[config.mk]
export PLATFORM = sky130hd
export DESIGN_NAME = score_render
export DESIGN_NICKNAME = d
export VERILOG_FILES = /design/src/rtl/score_render.sv
export SDC_FILE = /design/constraint.sdc
export NUM_CORES = 1
export LEC_CHECK = 0
export ABC_AREA = 1
export BUFFER_PORTS_ARGS = -buffer_cell sky130_fd_sc_hd__buf_4
export CORE_MARGIN = 5
export CORE_UTILIZATION = 51
export CTS_CLUSTER_SIZE = 20
export DETAILED_ROUTE_END_ITERATION = 6
export GPL_TIMING_DRIVEN = 0
export PLACE_DENSITY_LB_ADDON = 0.2
export SKIP_CTS_REPAIR_TIMING = 1
export SLEW_MARGIN = 5
export SYNTH_ARGS = -nofsm -noshare
export SYNTH_HDL_FRONTEND = slang
export SYNTH_SLANG_ARGS = --single-unit
export TNS_END_PERCENT = 5
[constraint.sdc]
create_clock -name clk -period 5.55 [get_ports clk]
set_input_delay 0.555 -clock clk [delete_from_list [all_inputs] [get_ports clk]]
set_output_delay 0.555 -clock clk [all_outputs]
set_load 0.02 [all_outputs]
[src/rtl/score_render.sv]
// N-digit decimal score renderer: binary score is converted to BCD once per
// frame by a serial double-dabble engine, then drawn as seven-segment glyphs.
module score_render #(
  parameter int unsigned NUM_DIGITS = 5,
  parameter int unsigned SCORE_W    = 17,
  parameter int unsigned X0         = 20,
  parameter int unsigned Y0         = 70,
  parameter int unsigned PITCH      = 26,
  parameter int unsigned BAR_W      = 10,
  parameter int unsigned GAP_W      = 5,
  parameter int unsigned SEG_H      = 10,
  parameter int unsigned GAP_H      = 5,
  parameter int unsigned BLANK_LEAD = 0
) (
  input  logic               clk,
  input  logic               rst,
  input  logic               frame_start,
  input  logic [SCORE_W-1:0] score,
  input  logic [9:0]         col,
  input  logic [9:0]         row,
  input  logic               valid,
  input  logic [5:0]         digit_color,
  output logic [5:0]         digit_rgb,
  output logic               busy,
  output logic               overflow
);

  localparam int unsigned DIGIT_W = 2*BAR_W + GAP_W;
  localparam int unsigned BCD_W   = 4*NUM_DIGITS;
  localparam int unsigned CNT_W   = $clog2(SCORE_W + 1);

  function automatic logic [63:0] pow10(input int unsigned n);
    logic [63:0] p;
    p = 64'd1;
    for (int unsigned i = 0; i < n; i++) p = p * 64'd10;
    return p;
  endfunction

  localparam logic [63:0]           MAX_VAL   = pow10(NUM_DIGITS) - 64'd1;
  localparam logic [CNT_W-1:0]      LAST_CNT  = CNT_W'(SCORE_W - 1);
  localparam logic [NUM_DIGITS-1:0] BLANK_RST = ~(NUM_DIGITS'(1));

  // segment order {a,b,c,d,e,f,g}
  function automatic logic [6:0] seg_decode(input logic [3:0] d);
    case (d)
      4'd0:    return 7'b1111110;
      4'd1:    return 7'b0110000;
      4'd2:    return 7'b1101101;
      4'd3:    return 7'b1111001;
      4'd4:    return 7'b0110011;
      4'd5:    return 7'b1011011;
      4'd6:    return 7'b1011111;
      4'd7:    return 7'b1110000;
      4'd8:    return 7'b1111111;
      4'd9:    return 7'b1111011;
      default: return 7'b0000000;
    endcase
  endfunction

  typedef enum logic [1:0] {IDLE, SHIFT, COMMIT} state_t;

  state_t                 state, state_n;
  logic [SCORE_W-1:0]     bin_q;
  logic [BCD_W-1:0]       acc_q, acc_adj;
  logic [CNT_W-1:0]       cnt_q;
  logic                   sat_q, pending;
  logic [BCD_W-1:0]       disp_q;
  logic [NUM_DIGITS-1:0]  blank_q, blank_n;
  logic                   load, step, commit;
  logic                   sat_in;
  logic [SCORE_W-1:0]     load_val;

  assign sat_in   = 64'(score) > MAX_VAL;
  assign load_val = sat_in ? MAX_VAL[SCORE_W-1:0] : score;

  always_ff @(posedge clk or posedge rst) begin
    if (rst) state <= IDLE;
    else     state <= state_n;
  end

  // A pulse arriving during COMMIT restarts directly, same as a pending one.
  always_comb begin
    state_n = state;
    load    = 1'b0;
    step    = 1'b0;
    commit  = 1'b0;
    busy    = 1'b1;
    case (state)
      IDLE: begin
        busy = 1'b0;
        if (frame_start) begin
          load    = 1'b1;
          state_n = SHIFT;
        end
      end
      SHIFT: begin
        step = 1'b1;
        if (cnt_q == LAST_CNT) state_n = COMMIT;
      end
      COMMIT: begin
        commit = 1'b1;
        if (pending || frame_start) begin
          load    = 1'b1;
          state_n = SHIFT;
        end else begin
          state_n = IDLE;
        end
      end
      default: state_n = IDLE;
    endcase
  end

  always_comb begin
    acc_adj = acc_q;
    for (int unsigned i = 0; i < NUM_DIGITS; i++)
      if (acc_q[4*i +: 4] >= 4'd5) acc_adj[4*i +: 4] = acc_q[4*i +: 4] + 4'd3;
  end

  // Leading-zero mask: a digit is blank until a nonzero digit is seen above it.
  always_comb begin
    logic seen;
    int unsigned i;
    seen    = 1'b0;
    blank_n = '0;
    for (int unsigned j = 0; j < NUM_DIGITS; j++) begin
      i = NUM_DIGITS - 1 - j;
      seen = seen | (acc_q[4*i +: 4] != 4'd0);
      blank_n[i] = !seen && (i != 0);
    end
  end

  always_ff @(posedge clk or posedge rst) begin
    if (rst) begin
      bin_q    <= '0;
      acc_q    <= '0;
      cnt_q    <= '0;
      sat_q    <= 1'b0;
      pending  <= 1'b0;
      disp_q   <= '0;
      blank_q  <= BLANK_RST;
      overflow <= 1'b0;
    end else begin
      if (commit) begin
        disp_q   <= acc_q;
        blank_q  <= blank_n;
        overflow <= sat_q;
      end
      if (load) begin
        bin_q <= load_val;
        acc_q <= '0;
        cnt_q <= '0;
        sat_q <= sat_in;
      end else if (step) begin
        acc_q <= {acc_adj[BCD_W-2:0], bin_q[SCORE_W-1]};
        bin_q <= {bin_q[SCORE_W-2:0], 1'b0};
        cnt_q <= cnt_q + CNT_W'(1);
      end
      if (state == COMMIT)                    pending <= 1'b0;
      else if (frame_start && state != IDLE) pending <= 1'b1;
    end
  end

  logic show;

  always_comb begin
    int unsigned cu, ru, lc, base;
    logic        hit, sel_blank, left, right, lit;
    logic [3:0]  nib;
    logic [6:0]  sg;
    cu        = 32'(col);
    ru        = 32'(row);
    lc        = 0;
    hit       = 1'b0;
    sel_blank = 1'b0;
    nib       = 4'd0;
    for (int unsigned k = 0; k < NUM_DIGITS; k++) begin
      base = X0 + k*PITCH;
      if (cu > base && cu <= base + DIGIT_W) begin
        hit       = 1'b1;
        lc        = cu - base;
        nib       = disp_q[4*(NUM_DIGITS-1-k) +: 4];
        sel_blank = blank_q[NUM_DIGITS-1-k];
      end
    end
    sg    = seg_decode(nib);
    left  = lc <= BAR_W;
    right = lc > BAR_W + GAP_W;
    lit   = 1'b0;
    if (ru > Y0) begin
      if (ru <= Y0 + SEG_H)
        lit = sg[6] | (left & sg[1]) | (right & sg[5]);
      else if (ru <= Y0 + SEG_H + GAP_H)
        lit = (left & sg[1]) | (right & sg[5]);
      else if (ru <= Y0 + 2*SEG_H + GAP_H)
        lit = sg[0] | (left & (sg[1] | sg[2])) | (right & (sg[5] | sg[4]));
      else if (ru <= Y0 + 2*SEG_H + 2*GAP_H)
        lit = (left & sg[2]) | (right & sg[4]);
      else if (ru <= Y0 + 3*SEG_H + 2*GAP_H)
        lit = sg[3] | (left & sg[2]) | (right & sg[4]);
    end
    show = valid & hit & lit & !((BLANK_LEAD != 0) && sel_blank);
  end

  always_ff @(posedge clk or posedge rst) begin
    if (rst) digit_rgb <= '0;
    else     digit_rgb <= show ? digit_color : '0;
  end

endmodule
==> impl_metrics.prom, run 1 <==
# TYPE chip_impl_metric gauge
chip_impl_metric{name="n_fill_cell",unit=""} 910
chip_impl_metric{name="post_drt_wl_per_cell",unit="um"} 13.85
chip_impl_metric{name="power_density",unit="nW/um2"} 419.0
chip_impl_metric{name="cap_violations",unit=""} 0
chip_impl_metric{name="fin_skew",unit="ns"} 0.01386
chip_impl_metric{name="arrival",unit="ns"} 3.57
chip_impl_info{name="crit_path_launch_type",value="input port"} 1
chip_impl_metric{name="cts_num_sinks",unit=""} 73
chip_impl_metric{name="buffer_ports.inserted",unit=""} 53
chip_impl_metric{name="cts-htree-levels",unit=""} 3
chip_impl_metric{name="synth_cell_type_count",unit=""} 45
chip_impl_info{name="synth_top_area_cell",value="sky130_fd_sc_hd__dfrtp_1"} 1
chip_impl_metric{name="n_antenna_cell",unit=""} 0
chip_impl_metric{name="timing.slew.headroom",unit="%"} 58.92
chip_impl_metric{name="horiz_die_dim",unit="um"} 109.0
chip_impl_metric{name="clock_latency",unit="ns"} 0.35
chip_impl_metric{name="mapped_cell_area",unit="um2"} 4995
chip_impl_info{name="yosys.cell_count.top_type",value="sky130_fd_sc_hd__nand2_1"} 1
chip_impl_metric{name="ant_nets",unit=""} 0
chip_impl_metric{name="power.ir.vdd_worst",unit="mV"} 0.3016
chip_impl_metric{name="final_nets",unit=""} 829
chip_impl_info{name="tritoncts",value="yes"} 1
chip_impl_metric{name="maximum_number_of_pins_on_one_net_before_global_route_repair",unit=""} 43
chip_impl_info{name="ctsRootBufferMaster",value="sky130_fd_sc_hd__clkbuf_8"} 1
chip_impl_metric{name="syn_to_final_growth",unit="%"} 16.58
chip_impl_metric{name="antenna_found_initial",unit=""} 0
chip_impl_metric{name="final_core_util",unit="%"} 60.13
chip_impl_metric{name="synthesis.yosys.warnings",unit=""} 0
chip_impl_metric{name="postSynthNetCount",unit=""} 764
chip_impl_metric{name="final_min_period_over_clock_period",unit="%"} 59.40
chip_impl_metric{name="grt_first_pass_wirelength",unit="um"} 20800
chip_impl_metric{name="routed_via_density",unit=""} 5.326
chip_impl_metric{name="first_global_vias",unit=""} 4696
chip_impl_info{name="synth.cells.most_frequent",value="sky130_fd_sc_hd__nand2_1, sky130_fd_sc_hd__inv_1, sky130_fd_sc_hd__dfrtp_1, sky130_fd_sc_hd__o21ai_0, sky130_fd_sc_hd__nor2_1"} 1
chip_impl_info{name="outcome",value="complete, no violations"} 1
chip_impl_info{name="synth.area.top_cells",value="sky130_fd_sc_hd__dfrtp_1, sky130_fd_sc_hd__nand2_1, sky130_fd_sc_hd__ha_1"} 1
chip_impl_metric{name="core_area",unit="um2"} 9684
chip_impl_metric{name="static-leakage-power",unit="nW"} 3.008
chip_impl_info{name="dominantRegCellSynth",value="sky130_fd_sc_hd__dfrtp_1"} 1
chip_impl_metric{name="detail_route.first_pass.iterations",unit=""} 5
chip_impl_metric{name="report.final.hold_viol_count",unit=""} 0
chip_impl_metric{name="globalRoute.totalOverflow",unit=""} 0
chip_impl_info{name="crit_path_frequent_cell",value="sky130_fd_sc_hd__nand2_1"} 1
chip_impl_metric{name="post_layout_nonfiller_instances",unit=""} 889
chip_impl_metric{name="dr.first_iter.drc_count",unit=""} 241
chip_impl_metric{name="post_synthesis_sequential_area_ratio",unit="%"} 36.57
chip_impl_metric{name="cts_max_path_buffers",unit=""} 2
chip_impl_metric{name="die_area",unit="um2"} 11870
chip_impl_metric{name="die_height",unit="um"} 109.0
chip_impl_metric{name="post_route_cells_drive_above_1_share",unit="%"} 16.67
chip_impl_metric{name="highest_clock_frequency_the_design_can_meet",unit="GHz"} 0.3033
chip_impl_metric{name="syn-instance-count",unit=""} 686
chip_impl_metric{name="fp-row-count",unit=""} 36
chip_impl_metric{name="globalplace.congestion",unit=""} 0.9583
chip_impl_metric{name="cts_bufs_inserted",unit=""} 9
chip_impl_metric{name="finalSetupTns",unit="ns"} 0
chip_impl_info{name="timing.critical_path.slowest_stage_cell",value="sky130_fd_sc_hd__a22oi_1"} 1
chip_impl_metric{name="synth_edf_count",unit=""} 0
chip_impl_metric{name="finalSetupViolations",unit=""} 0
chip_impl_metric{name="floorplan.initialDensity",unit="%"} 51.58
chip_impl_metric{name="placedCellCount",unit=""} 873
chip_impl_metric{name="multiInputGateArea",unit="um2"} 2661
chip_impl_metric{name="critPathRequiredTime",unit="ns"} 5.83
chip_impl_info{name="timing.setup.critical_path_class",value="in -> reg"} 1
chip_impl_metric{name="route.detailed.drc",unit=""} 0
chip_impl_metric{name="finalWorstPathRequiredPeriod",unit="ns"} 3.297
chip_impl_metric{name="place_hpwl",unit="um"} 9562
chip_impl_metric{name="cts.clk_slew.worst_paths",unit="ns"} 0.08
chip_impl_metric{name="synth.ff_latch_count",unit=""} 73
chip_impl_metric{name="slew_worst_pin",unit="ns"} 0.6140
chip_impl_metric{name="critical_path_peak_fanout",unit=""} 10
chip_impl_metric{name="slew_violations",unit=""} 0
chip_impl_info{name="unrepaired_setup_endpoints_after_global_routing",value="false"} 1
chip_impl_metric{name="gr-usage-all-layers",unit="%"} 21.72
chip_impl_metric{name="vias",unit=""} 4735
chip_impl_metric{name="io_pins",unit=""} 55
chip_impl_metric{name="critical_path.max_stage_delay",unit="ns"} 0.36
chip_impl_metric{name="synthArstFlopShare",unit="%"} 100.0
chip_impl_info{name="end_kind",value="flop"} 1
chip_impl_info{name="cp_cell_sequence",value="buf_4 > inv_1 > ha_1 > a21oi_1 > nor2_1 > a21oi_2 > nand2_1 > buf_6 > nand3_1 > nand4_1 > a22oi_1 > inv_1 > ha_1 > nand3b_1 > nand3_1 > nand2_1 > nand2_1 > nand2_1 > nand2_1 > nand2_1 > nand2_2 > nand2_4 > nor2_2"} 1
chip_impl_info{name="hold_path.class",value="in -> async"} 1
chip_impl_metric{name="synthesis.area_per_instance",unit="um2"} 7.281
chip_impl_metric{name="total_routed_length",unit="um"} 12310
chip_impl_metric{name="synth_largest_type_area_fraction",unit="%"} 36.57
chip_impl_metric{name="area.sequential",unit="um2"} 1827
## flip-flops by register name, summed over array words and instances (netlist names)
register,count
sat_q,1
cnt_q,5
state,2
digit_rgb,6
overflow,1
pending,1
acc_q,20
disp_q,20
bin_q,17
## logic make-up after synthesis
group,after synthesis,synth area share (%)
xor gates and xnor gates,11,1.929
buffers and inverters,126,10.15
DFF,73,36.57
and+or+nand+nor,311,27.30
adders and majority gates,31,7.765
AOI/OAI and AO/OA,134,16.28
## final timing paths
path,from,endpoint,slack (ns),depth (start not counted)
hold / removal,rst,cnt_q[4],0.20,2
hold reg to reg,bin_q[1],bin_q[1],0.49,2
max in group asynchronous,rst,disp_q[11],4.80,3
setup / recovery,col[3],digit_rgb[1],2.25,23
setup reg to reg,disp_q[12],digit_rgb[1],3.42,15
min in group clk,score[5],bin_q[5],0.41,3
## area by class of cell
| type | count | area share, % |
|---|---|---|
| Clock buffer | 10 | 2.192 |
| Tap cell | 133 | 2.858 |
| Timing Repair Buffer | 54 | 7.177 |
| Inverter | 108 | 7.048 |
| Buffer | 18 | 1.697 |
| Clock inverter | 6 | 1.955 |
| Sequential cell | 73 | 31.37 |
| Multi-Input combinational cell | 487 | 45.70 |
## layer usage
| metal | up-vias | track usage (%) | part of all wire, % |
|---|---|---|---|
| met5 | - | 0 | 0 |
| met4 | 0 | 10.28 | 2.4 |
| met3 | 29 | 2.427 | 3.1 |
| met2 | 95 | 38.20 | 51 |
| met1 | 2234 | 26.47 | 43 |
| li1 | 2377 | - | - |
## report_power, final
part / leakage [nW] / switching, mW / total, mW / internal (mW)
Clock: 0.113 / 0.200 / 0.500 / 0.300
Sequential: 0.901 / 0.140 / 0.913 / 0.773
Combinational: 1.99 / 0.642 / 1.03 / 0.385
## through the flow
stage / power (mW) / setup slack (ns) / area, um2 / hold WS (ns)
global placement: 1.888 / 1.922 / 5559 / 0.4672
floorplan: 1.644 / 2.511 / 4995 / 0.4479
global route: 2.651 / 1.878 / 5823 / 0.2273
finish: 2.440 / 2.253 / 5823 / 0.1984
detailed placement: 1.941 / 1.881 / 5582 / 0.4721
CTS: 2.448 / 2.243 / 5823 / 0.2002
## placed cells by master, fill, tap and decap left out, drive strengths merged, types with 2 or more instances in the layout
cell      count
nand2       169
inv         108
dfrtp        73
nor2         67
buf          62
o21ai        60
nand3        55
ha           31
a21oi        30
clkbuf       20
o22ai        11
xor2         10
o221ai        9
nand4         7
a22oi         6
nor3          6
o211ai        4
or2           4
a31oi         3
bufinv        3
o311ai        2
o41ai         2
o31ai         2
clkinvlp      2
## critical path: cells and delay by family
| kind | cells | cell delay [ns] |
|---|---|---|
| and+or+nand+nor | 14 | 1.14 |
| adders and majority gates | 2 | 0.49 |
| buffers and inverters | 4 | 0.63 |
| AOI/OAI and AO/OA | 3 | 0.73 |
Power figures use the tool's default switching activity.
==> run 2, diff against run 1 <==
Settings changed: ABC_AREA 1 to 0.
Clock period 5.55 ns to 3.4 ns, I/O delays scaled along.
==> run 2 against run 1 <==
Against the previous run:
- the flow now finishes with violations (setup timing)
- sequential share of layout area is 2.1 points lower
- clock skew hardly changed
- non-clock buffer count is 41 higher
- worst hold slack better by 0.027 ns
- critical path depth is 3 lower
- core utilization is 7.5 points higher
- sequential power is 61% higher
- total power is 54% higher
- setup slack worse by 2.3 ns
- largest cell class unchanged
==> impl_metrics.prom, run 2 <==
# TYPE chip_impl_metric gauge
chip_impl_info{name="dominantRegCellSynth",value="sky130_fd_sc_hd__dfrtp_1"} 1
chip_impl_info{name="grt_most_used_layer",value="met2"} 1
chip_impl_metric{name="slew_violations",unit=""} 0
chip_impl_info{name="violations",value="setup timing"} 1
chip_impl_metric{name="die_height",unit="um"} 107.6
chip_impl_metric{name="post_synthesis_sequential_area_ratio",unit="%"} 37.64
chip_impl_info{name="rr_startpoint",value="disp_q[16]"} 1
chip_impl_metric{name="core_area",unit="um2"} 9240
chip_impl_metric{name="fp-row-count",unit=""} 35
chip_impl_metric{name="dr.first_iter.drc_count",unit=""} 289
chip_impl_info{name="layout_top_registers",value="acc_q (20), disp_q (20), bin_q (17)"} 1
chip_impl_metric{name="post_layout_nonfiller_instances",unit=""} 779
chip_impl_metric{name="finalWorstPathRequiredPeriod",unit="ns"} 3.486
chip_impl_metric{name="gr-usage-met2",unit="%"} 38.77
chip_impl_info{name="worstSetupStartpoint",value="col[3]"} 1
chip_impl_metric{name="static-leakage-power",unit="nW"} 2.673
chip_impl_metric{name="ff2ff_path_depth",unit=""} 13
chip_impl_metric{name="synth_cell_type_count",unit=""} 71
chip_impl_metric{name="horiz_die_dim",unit="um"} 107.6
chip_impl_metric{name="cts_num_sinks",unit=""} 73
chip_impl_metric{name="vias",unit=""} 4657
chip_impl_metric{name="postSynthNetCount",unit=""} 625
chip_impl_metric{name="cts-htree-levels",unit=""} 3
chip_impl_metric{name="synthesis.yosys.warnings",unit=""} 0
chip_impl_metric{name="io_pins",unit=""} 55
chip_impl_metric{name="cts.clk_slew.worst_paths",unit="ns"} 0.08
chip_impl_info{name="final_common_cell",value="sky130_fd_sc_hd__buf_4"} 1
chip_impl_metric{name="syn-instance-count",unit=""} 547
chip_impl_info{name="unrepaired_setup_endpoints_after_global_routing",value="true"} 1
chip_impl_metric{name="slew_worst_pin",unit="ns"} 0.6969
chip_impl_metric{name="report.final.hold_viol_count",unit=""} 0
chip_impl_metric{name="floorplan.initialDensity",unit="%"} 52.53
chip_impl_metric{name="cts_max_path_buffers",unit=""} 2
chip_impl_info{name="ctsRootBufferMaster",value="sky130_fd_sc_hd__clkbuf_8"} 1
chip_impl_metric{name="cap_violations",unit=""} 0
chip_impl_metric{name="route.detailed.drc",unit=""} 0
chip_impl_info{name="timing.setup.critical_path_class",value="in -> reg"} 1
chip_impl_metric{name="mapped_cell_area",unit="um2"} 4853
chip_impl_info{name="synth.cells.most_frequent",value="sky130_fd_sc_hd__dfrtp_1, sky130_fd_sc_hd__nand2_1, sky130_fd_sc_hd__o21ai_0, sky130_fd_sc_hd__nor2_1, sky130_fd_sc_hd__a21oi_1"} 1
chip_impl_metric{name="n_fill_cell",unit=""} 746
chip_impl_metric{name="post_drt_wl_per_cell",unit="um"} 17.24
chip_impl_metric{name="ant_nets",unit=""} 0
chip_impl_metric{name="power_density",unit="nW/um2"} 601.1
chip_impl_metric{name="gr-usage-met1",unit="%"} 27.83
chip_impl_metric{name="grt_first_pass_wirelength",unit="um"} 20910
chip_impl_info{name="synth_top_area_cell",value="sky130_fd_sc_hd__dfrtp_1"} 1
chip_impl_metric{name="buffer_ports.inserted",unit=""} 51
chip_impl_metric{name="place_hpwl",unit="um"} 9319
chip_impl_metric{name="synthesis.area_per_instance",unit="um2"} 8.873
chip_impl_info{name="tritoncts",value="yes"} 1
chip_impl_metric{name="gr-usage-all-layers",unit="%"} 22.40
chip_impl_metric{name="finalSetupTns",unit="ns"} -0.4945
chip_impl_metric{name="syn_to_final_growth",unit="%"} 28.80
chip_impl_metric{name="final_min_period_over_clock_period",unit="%"} 102.5
chip_impl_metric{name="detail_route.first_pass.iterations",unit=""} 5
chip_impl_info{name="hold_path.class",value="in -> reg"} 1
chip_impl_metric{name="synthArstFlopShare",unit="%"} 100.0
chip_impl_info{name="end_kind",value="flop"} 1
chip_impl_metric{name="power.ir.vdd_worst",unit="mV"} 0.4575
chip_impl_metric{name="synth_edf_count",unit=""} 0
chip_impl_metric{name="die_area",unit="um2"} 11570
chip_impl_metric{name="holdPathStages",unit=""} 3
chip_impl_metric{name="first_global_vias",unit=""} 4359
chip_impl_info{name="synth.area.top_cells",value="sky130_fd_sc_hd__dfrtp_1, sky130_fd_sc_hd__ha_1, sky130_fd_sc_hd__o21ai_0"} 1
chip_impl_metric{name="total_routed_length",unit="um"} 13430
chip_impl_info{name="yosys.cell_count.top_type",value="sky130_fd_sc_hd__dfrtp_1"} 1
chip_impl_metric{name="layout_setup_ws",unit="ns"} -0.08607
chip_impl_metric{name="n_antenna_cell",unit=""} 0
chip_impl_info{name="crit_path_launch_type",value="input port"} 1
chip_impl_metric{name="clock_latency",unit="ns"} 0.35
chip_impl_metric{name="critPathRequiredTime",unit="ns"} 3.63
chip_impl_metric{name="post_route_cells_drive_above_1_share",unit="%"} 27.38
chip_impl_metric{name="globalplace.congestion",unit=""} 0.9186
chip_impl_metric{name="fin_skew",unit="ns"} 0.01364
chip_impl_metric{name="maximum_number_of_pins_on_one_net_before_global_route_repair",unit=""} 68
chip_impl_metric{name="placedCellCount",unit=""} 728
chip_impl_metric{name="finalSetupViolations",unit=""} 6
chip_impl_metric{name="rrSetupSlack",unit="ns"} 0.73
chip_impl_metric{name="arrival",unit="ns"} 3.72
chip_impl_metric{name="critical_path_peak_fanout",unit=""} 7
chip_impl_metric{name="whs",unit="ns"} 0.2254
chip_impl_metric{name="timing.slew.headroom",unit="%"} 53.32
chip_impl_info{name="origin_of_the_worst_min_delay_path",value="score[15]"} 1
chip_impl_metric{name="final_core_util",unit="%"} 67.65
chip_impl_metric{name="antenna_found_initial",unit=""} 0
chip_impl_metric{name="globalRoute.totalOverflow",unit=""} 0
chip_impl_info{name="mostFrequentLayoutCells",value="sky130_fd_sc_hd__buf_4, sky130_fd_sc_hd__dfrtp_1, sky130_fd_sc_hd__nand2_1, sky130_fd_sc_hd__o21ai_0, sky130_fd_sc_hd__nor2_1"} 1
chip_impl_metric{name="final_nets",unit=""} 723
chip_impl_metric{name="synth_largest_type_area_fraction",unit="%"} 37.64
chip_impl_info{name="outcome",value="complete, but fails checks"} 1
chip_impl_metric{name="groute.layer.met3.usage",unit="%"} 4.739
chip_impl_metric{name="highest_clock_frequency_the_design_can_meet",unit="GHz"} 0.2869
chip_impl_metric{name="synth.ff_latch_count",unit=""} 73
chip_impl_metric{name="routed_via_density",unit=""} 5.978
chip_impl_metric{name="cts_bufs_inserted",unit=""} 9
==> run 2: cell types whose count changed in the layout (fill, tap and decap cells not counted), sizes merged, moves of 12 or more <==
cell,previous run,this run
buf,62,92
inv,108,22
mux2,0,12
nand2,169,57
nand3,55,25
nor2,67,42
nor3b,0,13
o21ai,60,47
==> run 2: critical path, cell delays in order <==
cell,delay [ns]
sky130_fd_sc_hd__buf_12,0.09
sky130_fd_sc_hd__clkinvlp_4,0.15
sky130_fd_sc_hd__buf_4,0.17
sky130_fd_sc_hd__ha_1,0.20
sky130_fd_sc_hd__a21oi_2,0.23
sky130_fd_sc_hd__a311o_1,0.24
sky130_fd_sc_hd__a21boi_4,0.09
sky130_fd_sc_hd__nand3_1,0.08
sky130_fd_sc_hd__a21oi_1,0.06
sky130_fd_sc_hd__a21oi_1,0.16
sky130_fd_sc_hd__o21ai_1,0.11
sky130_fd_sc_hd__mux2i_2,0.31
sky130_fd_sc_hd__buf_4,0.20
sky130_fd_sc_hd__ha_4,0.20
sky130_fd_sc_hd__a211oi_2,0.22
sky130_fd_sc_hd__a211oi_1,0.08
sky130_fd_sc_hd__o31a_1,0.33
sky130_fd_sc_hd__a2111oi_4,0.21
sky130_fd_sc_hd__buf_6,0.18
sky130_fd_sc_hd__nor3b_2,0.05
==> run 2: final cells by class <==
type	instances	area [um2]	area share [%]
clock inverter	6	90.09	1.441
sequential	73	1827	29.22
clock buffer	10	137.6	2.202
inverter	24	103.9	1.661
buffer	24	122.6	1.962
multi-input combinational	424	3069	49.10
tap	129	161.4	2.582
timing repair buffer	89	739.5	11.83
==> run 2: cell families (layout without fill, tap and decap cells) <==
group,after synthesis,count (layout),share of synthesized area (%)
multiplexers,16,16,3.609
buffers and inverters,50,153,4.279
AO/OA/AOI/OAI,170,170,24.08
adder cells (fa/ha/maj),31,31,7.992
XOR/XNOR,13,13,2.346
AND/OR/NAND/NOR,194,194,20.06
flip-flops,73,73,37.64
==> run 2: final timing paths <==
check	to
max reg2reg	digit_rgb[3]
max	digit_rgb[3]
min reg2reg	disp_q[12]
max in group asynchronous	disp_q[8]
min	bin_q[15]
min in group asynchronous	digit_rgb[5]
==> run 2: per-stage QoR <==
| stage | power (mW) | worst slack [ns] | area, um2 |
|---|---|---|---|
| finish | 3.757 | -0.08607 | 6251 |
| global route | 4.068 | -0.2392 | 6251 |
| CTS | 3.701 | -0.6936 | 5675 |
| detailed placement | 2.915 | -1.078 | 5448 |
| global placement | 2.842 | -1.102 | 5418 |
| floorplan | 2.476 | -0.09415 | 4873 |
==> run 2: layer usage <==
metal / wire length (um) / up-vias
met3: 725 / 36
met1: 5597 / 2270
met5: 0 / -
li1: - / 2206
met4: 343 / 0
met2: 6764 / 145
==> run 2: power breakdown <==
part / total (mW) / internal [mW] / switching [mW]
logic: 1.51 / 0.652 / 0.863
clock network: 0.773 / 0.436 / 0.337
registers: 1.47 / 1.20 / 0.265
total: 3.76 / 2.29 / 1.47
==> run 3, diff against run 2 <==
Settings changed: CORE_MARGIN 5 to 2, GPL_TIMING_DRIVEN 0 to not set.
==> run 3 against run 2 <==
Against the previous run:
- the run now ends clean
- routed wire length is 6.8% lower
- first-iteration DRC count is 12% lower
- cell count is 0.64% higher
- register-to-register slack better by 0.12 ns
- setup slack better by 0.20 ns
- die area is 11% lower
- largest cell class unchanged
==> impl_metrics.prom, run 3 (synthesis gave the netlist of run 2 again) <==
# TYPE chip_impl_metric gauge
chip_impl_info{name="outcome",value="complete, no violations"} 1
chip_impl_metric{name="power_density",unit="nW/um2"} 593.1
chip_impl_metric{name="arrival",unit="ns"} 3.51
chip_impl_metric{name="cts-htree-levels",unit=""} 3
chip_impl_metric{name="detail_route.first_pass.iterations",unit=""} 4
chip_impl_metric{name="gr-usage-all-layers",unit="%"} 25.26
chip_impl_metric{name="power.ir.vdd_worst",unit="mV"} 0.5386
chip_impl_metric{name="first_global_vias",unit=""} 4489
chip_impl_metric{name="globalRoute.totalOverflow",unit=""} 0
chip_impl_metric{name="postLayoutCellArea",unit="um2"} 6095
chip_impl_info{name="layout_top_registers",value="acc_q (20), disp_q (20), bin_q (17)"} 1
chip_impl_metric{name="route.detailed.drc",unit=""} 0
chip_impl_metric{name="n_fill_cell",unit=""} 770
chip_impl_metric{name="cts_bufs_inserted",unit=""} 9
chip_impl_metric{name="fp-row-count",unit=""} 35
chip_impl_metric{name="cts.clk_slew.worst_paths",unit="ns"} 0.08
chip_impl_metric{name="critical_path_peak_fanout",unit=""} 6
chip_impl_metric{name="power_share_of_the_sequential_group",unit="%"} 40.8
chip_impl_metric{name="place_ws",unit="ns"} -0.3167
chip_impl_metric{name="fin_skew",unit="ns"} 0.01071
chip_impl_info{name="worstSetupStartpoint",value="col[9]"} 1
chip_impl_info{name="unrepaired_setup_endpoints_after_global_routing",value="true"} 1
chip_impl_metric{name="io_pins",unit=""} 55
chip_impl_metric{name="syn_to_final_growth",unit="%"} 25.57
chip_impl_info{name="mostFrequentLayoutCells",value="sky130_fd_sc_hd__buf_4, sky130_fd_sc_hd__dfrtp_1, sky130_fd_sc_hd__nand2_1, sky130_fd_sc_hd__o21ai_0"} 1
chip_impl_metric{name="dpl_cell_area",unit="um2"} 5801
chip_impl_metric{name="whs",unit="ns"} 0.2367
chip_impl_metric{name="place_hpwl",unit="um"} 9303
chip_impl_info{name="origin_of_the_worst_min_delay_path",value="score[13]"} 1
chip_impl_metric{name="horiz_die_dim",unit="um"} 101.6
chip_impl_metric{name="n_antenna_cell",unit=""} 0
chip_impl_metric{name="antenna_found_initial",unit=""} 0
chip_impl_metric{name="total_routed_length",unit="um"} 12520
chip_impl_metric{name="buffer_ports.inserted",unit=""} 54
chip_impl_metric{name="power.internal",unit="mW"} 2.201
chip_impl_metric{name="report.final.hold_viol_count",unit=""} 0
chip_impl_metric{name="area.sequential",unit="um2"} 1827
chip_impl_metric{name="globalplace.congestion",unit=""} 0.9608
chip_impl_metric{name="layout_setup_ws",unit="ns"} 0.1105
chip_impl_metric{name="critPathRequiredTime",unit="ns"} 3.62
chip_impl_metric{name="die_area",unit="um2"} 10310
chip_impl_metric{name="dr.first_iter.drc_count",unit=""} 255
chip_impl_info{name="ctsRootBufferMaster",value="sky130_fd_sc_hd__clkbuf_8"} 1
chip_impl_metric{name="vias",unit=""} 4606
chip_impl_metric{name="highest_clock_frequency_the_design_can_meet",unit="GHz"} 0.3040
chip_impl_metric{name="core_area",unit="um2"} 9240
chip_impl_metric{name="multiInputGateArea",unit="um2"} 2914
chip_impl_metric{name="post_route_cells_drive_above_1_share",unit="%"} 27.63
chip_impl_metric{name="p_sw",unit="mW"} 1.413
chip_impl_info{name="tritoncts",value="yes"} 1
chip_impl_metric{name="final_min_period_over_clock_period",unit="%"} 96.75
chip_impl_info{name="hold_path.class",value="in -> reg"} 1
chip_impl_info{name="crit_path_launch_type",value="input port"} 1
chip_impl_metric{name="finalSetupViolations",unit=""} 0
chip_impl_metric{name="finalWorstPathRequiredPeriod",unit="ns"} 3.289
chip_impl_info{name="rr_startpoint",value="disp_q[9]"} 1
chip_impl_info{name="timing.setup.critical_path_class",value="in -> reg"} 1
chip_impl_info{name="end_kind",value="flop"} 1
chip_impl_metric{name="slew_worst_pin",unit="ns"} 1.169
chip_impl_metric{name="die_height",unit="um"} 101.6
chip_impl_metric{name="p_clk_share",unit="%"} 18.6
chip_impl_metric{name="ant_nets",unit=""} 0
chip_impl_metric{name="slew_violations",unit=""} 0
chip_impl_metric{name="combPwrFrac",unit="%"} 40.7
chip_impl_metric{name="grt_first_pass_wirelength",unit="um"} 20910
chip_impl_metric{name="final_nets",unit=""} 729
chip_impl_metric{name="cts_num_sinks",unit=""} 73
chip_impl_metric{name="timing.slew.headroom",unit="%"} 22.09
chip_impl_info{name="final_common_cell",value="sky130_fd_sc_hd__buf_4"} 1
chip_impl_metric{name="maximum_number_of_pins_on_one_net_before_global_route_repair",unit=""} 36
chip_impl_metric{name="cts_max_path_buffers",unit=""} 2
chip_impl_metric{name="clock_latency",unit="ns"} 0.34
chip_impl_metric{name="floorplan.initialDensity",unit="%"} 52.53
chip_impl_metric{name="final_core_util",unit="%"} 65.96
chip_impl_metric{name="post_drt_wl_per_cell",unit="um"} 15.97
chip_impl_metric{name="sw_frac_of_total",unit="%"} 39.09
chip_impl_metric{name="routed_via_density",unit=""} 5.875
chip_impl_metric{name="static-leakage-power",unit="nW"} 2.737
chip_impl_metric{name="cap_violations",unit=""} 0
[run 3: cell count changes in the layout (fill, tap and decap cells not counted), sizes merged]
cell      before  now
clkinv         2    3
bufinv         2    1
clkinvlp       4    1
clkbuf        30   10
inv           22   24
buf           92  118
[run 3: cell type report]
type / instances / share of cell area [%]
Clock buffer: 10 / 2.258
Clock inverter: 5 / 0.9238
Inverter: 24 / 1.478
Multi-Input combinational cell: 424 / 47.81
Sequential cell: 73 / 29.97
Tap cell: 129 / 2.648
Timing Repair Buffer: 119 / 14.90
[run 3: power by group through the flow]
| stage | clock (mW) | combinational [mW] | sequential [mW] |
|---|---|---|---|
| 2_1_floorplan | 0 | 1.08 | 1.40 |
| 3_3_place_gp | 0 | 1.37 | 1.46 |
| 3_5_place_dp | 0 | 1.45 | 1.49 |
| 6_report | 0.671 | 1.47 | 1.47 |
| 5_1_grt | 0.719 | 1.68 | 1.52 |
| 4_1_cts | 0.684 | 1.47 | 1.47 |
[run 3: path summary, 6_finish.rpt]
path	to	slack [ns]	cells after the start
worst min-delay path	bin_q[13]	0.24	2
worst max-delay path	digit_rgb[1]	0.11	15
min in group asynchronous	digit_rgb[4]	0.46	3
max in group asynchronous	disp_q[17]	2.24	4
worst min register to register	bin_q[1]	0.48	2
worst max register to register	digit_rgb[1]	0.85	11
[run 3: worst max-delay path, stage by stage]
cell                        delay [ns]
sky130_fd_sc_hd__buf_4            0.11
sky130_fd_sc_hd__or4b_4           0.54
sky130_fd_sc_hd__a311o_1          0.37
sky130_fd_sc_hd__nor2_2           0.16
sky130_fd_sc_hd__a21oi_1          0.06
sky130_fd_sc_hd__a21oi_1          0.16
sky130_fd_sc_hd__o21ai_1          0.09
sky130_fd_sc_hd__mux2i_2          0.26
sky130_fd_sc_hd__ha_1             0.33
sky130_fd_sc_hd__a211oi_2         0.23
sky130_fd_sc_hd__a211oi_2         0.08
sky130_fd_sc_hd__o31a_1           0.28
sky130_fd_sc_hd__a2111oi_4        0.26
sky130_fd_sc_hd__buf_4            0.19
sky130_fd_sc_hd__nor3b_1          0.05
[run 3: through the flow]
stage / total power [mW] / TNS [ns] / cells
CTS: 3.624 / 0 / 781
global route: 3.924 / -0.06601 / 784
detailed placement: 2.936 / -1.806 / 766
global placement: 2.834 / -0.8955 / 766
floorplan: 2.476 / -0.5649 / 547
finish: 3.614 / 0 / 784
[run 3: metal layers]
layer	share of wire, %	GRT usage [%]
met2	51	43.62
met3	4.5	3.658
met5	0	0
met1	42	31.64
met4	2.1	10.50
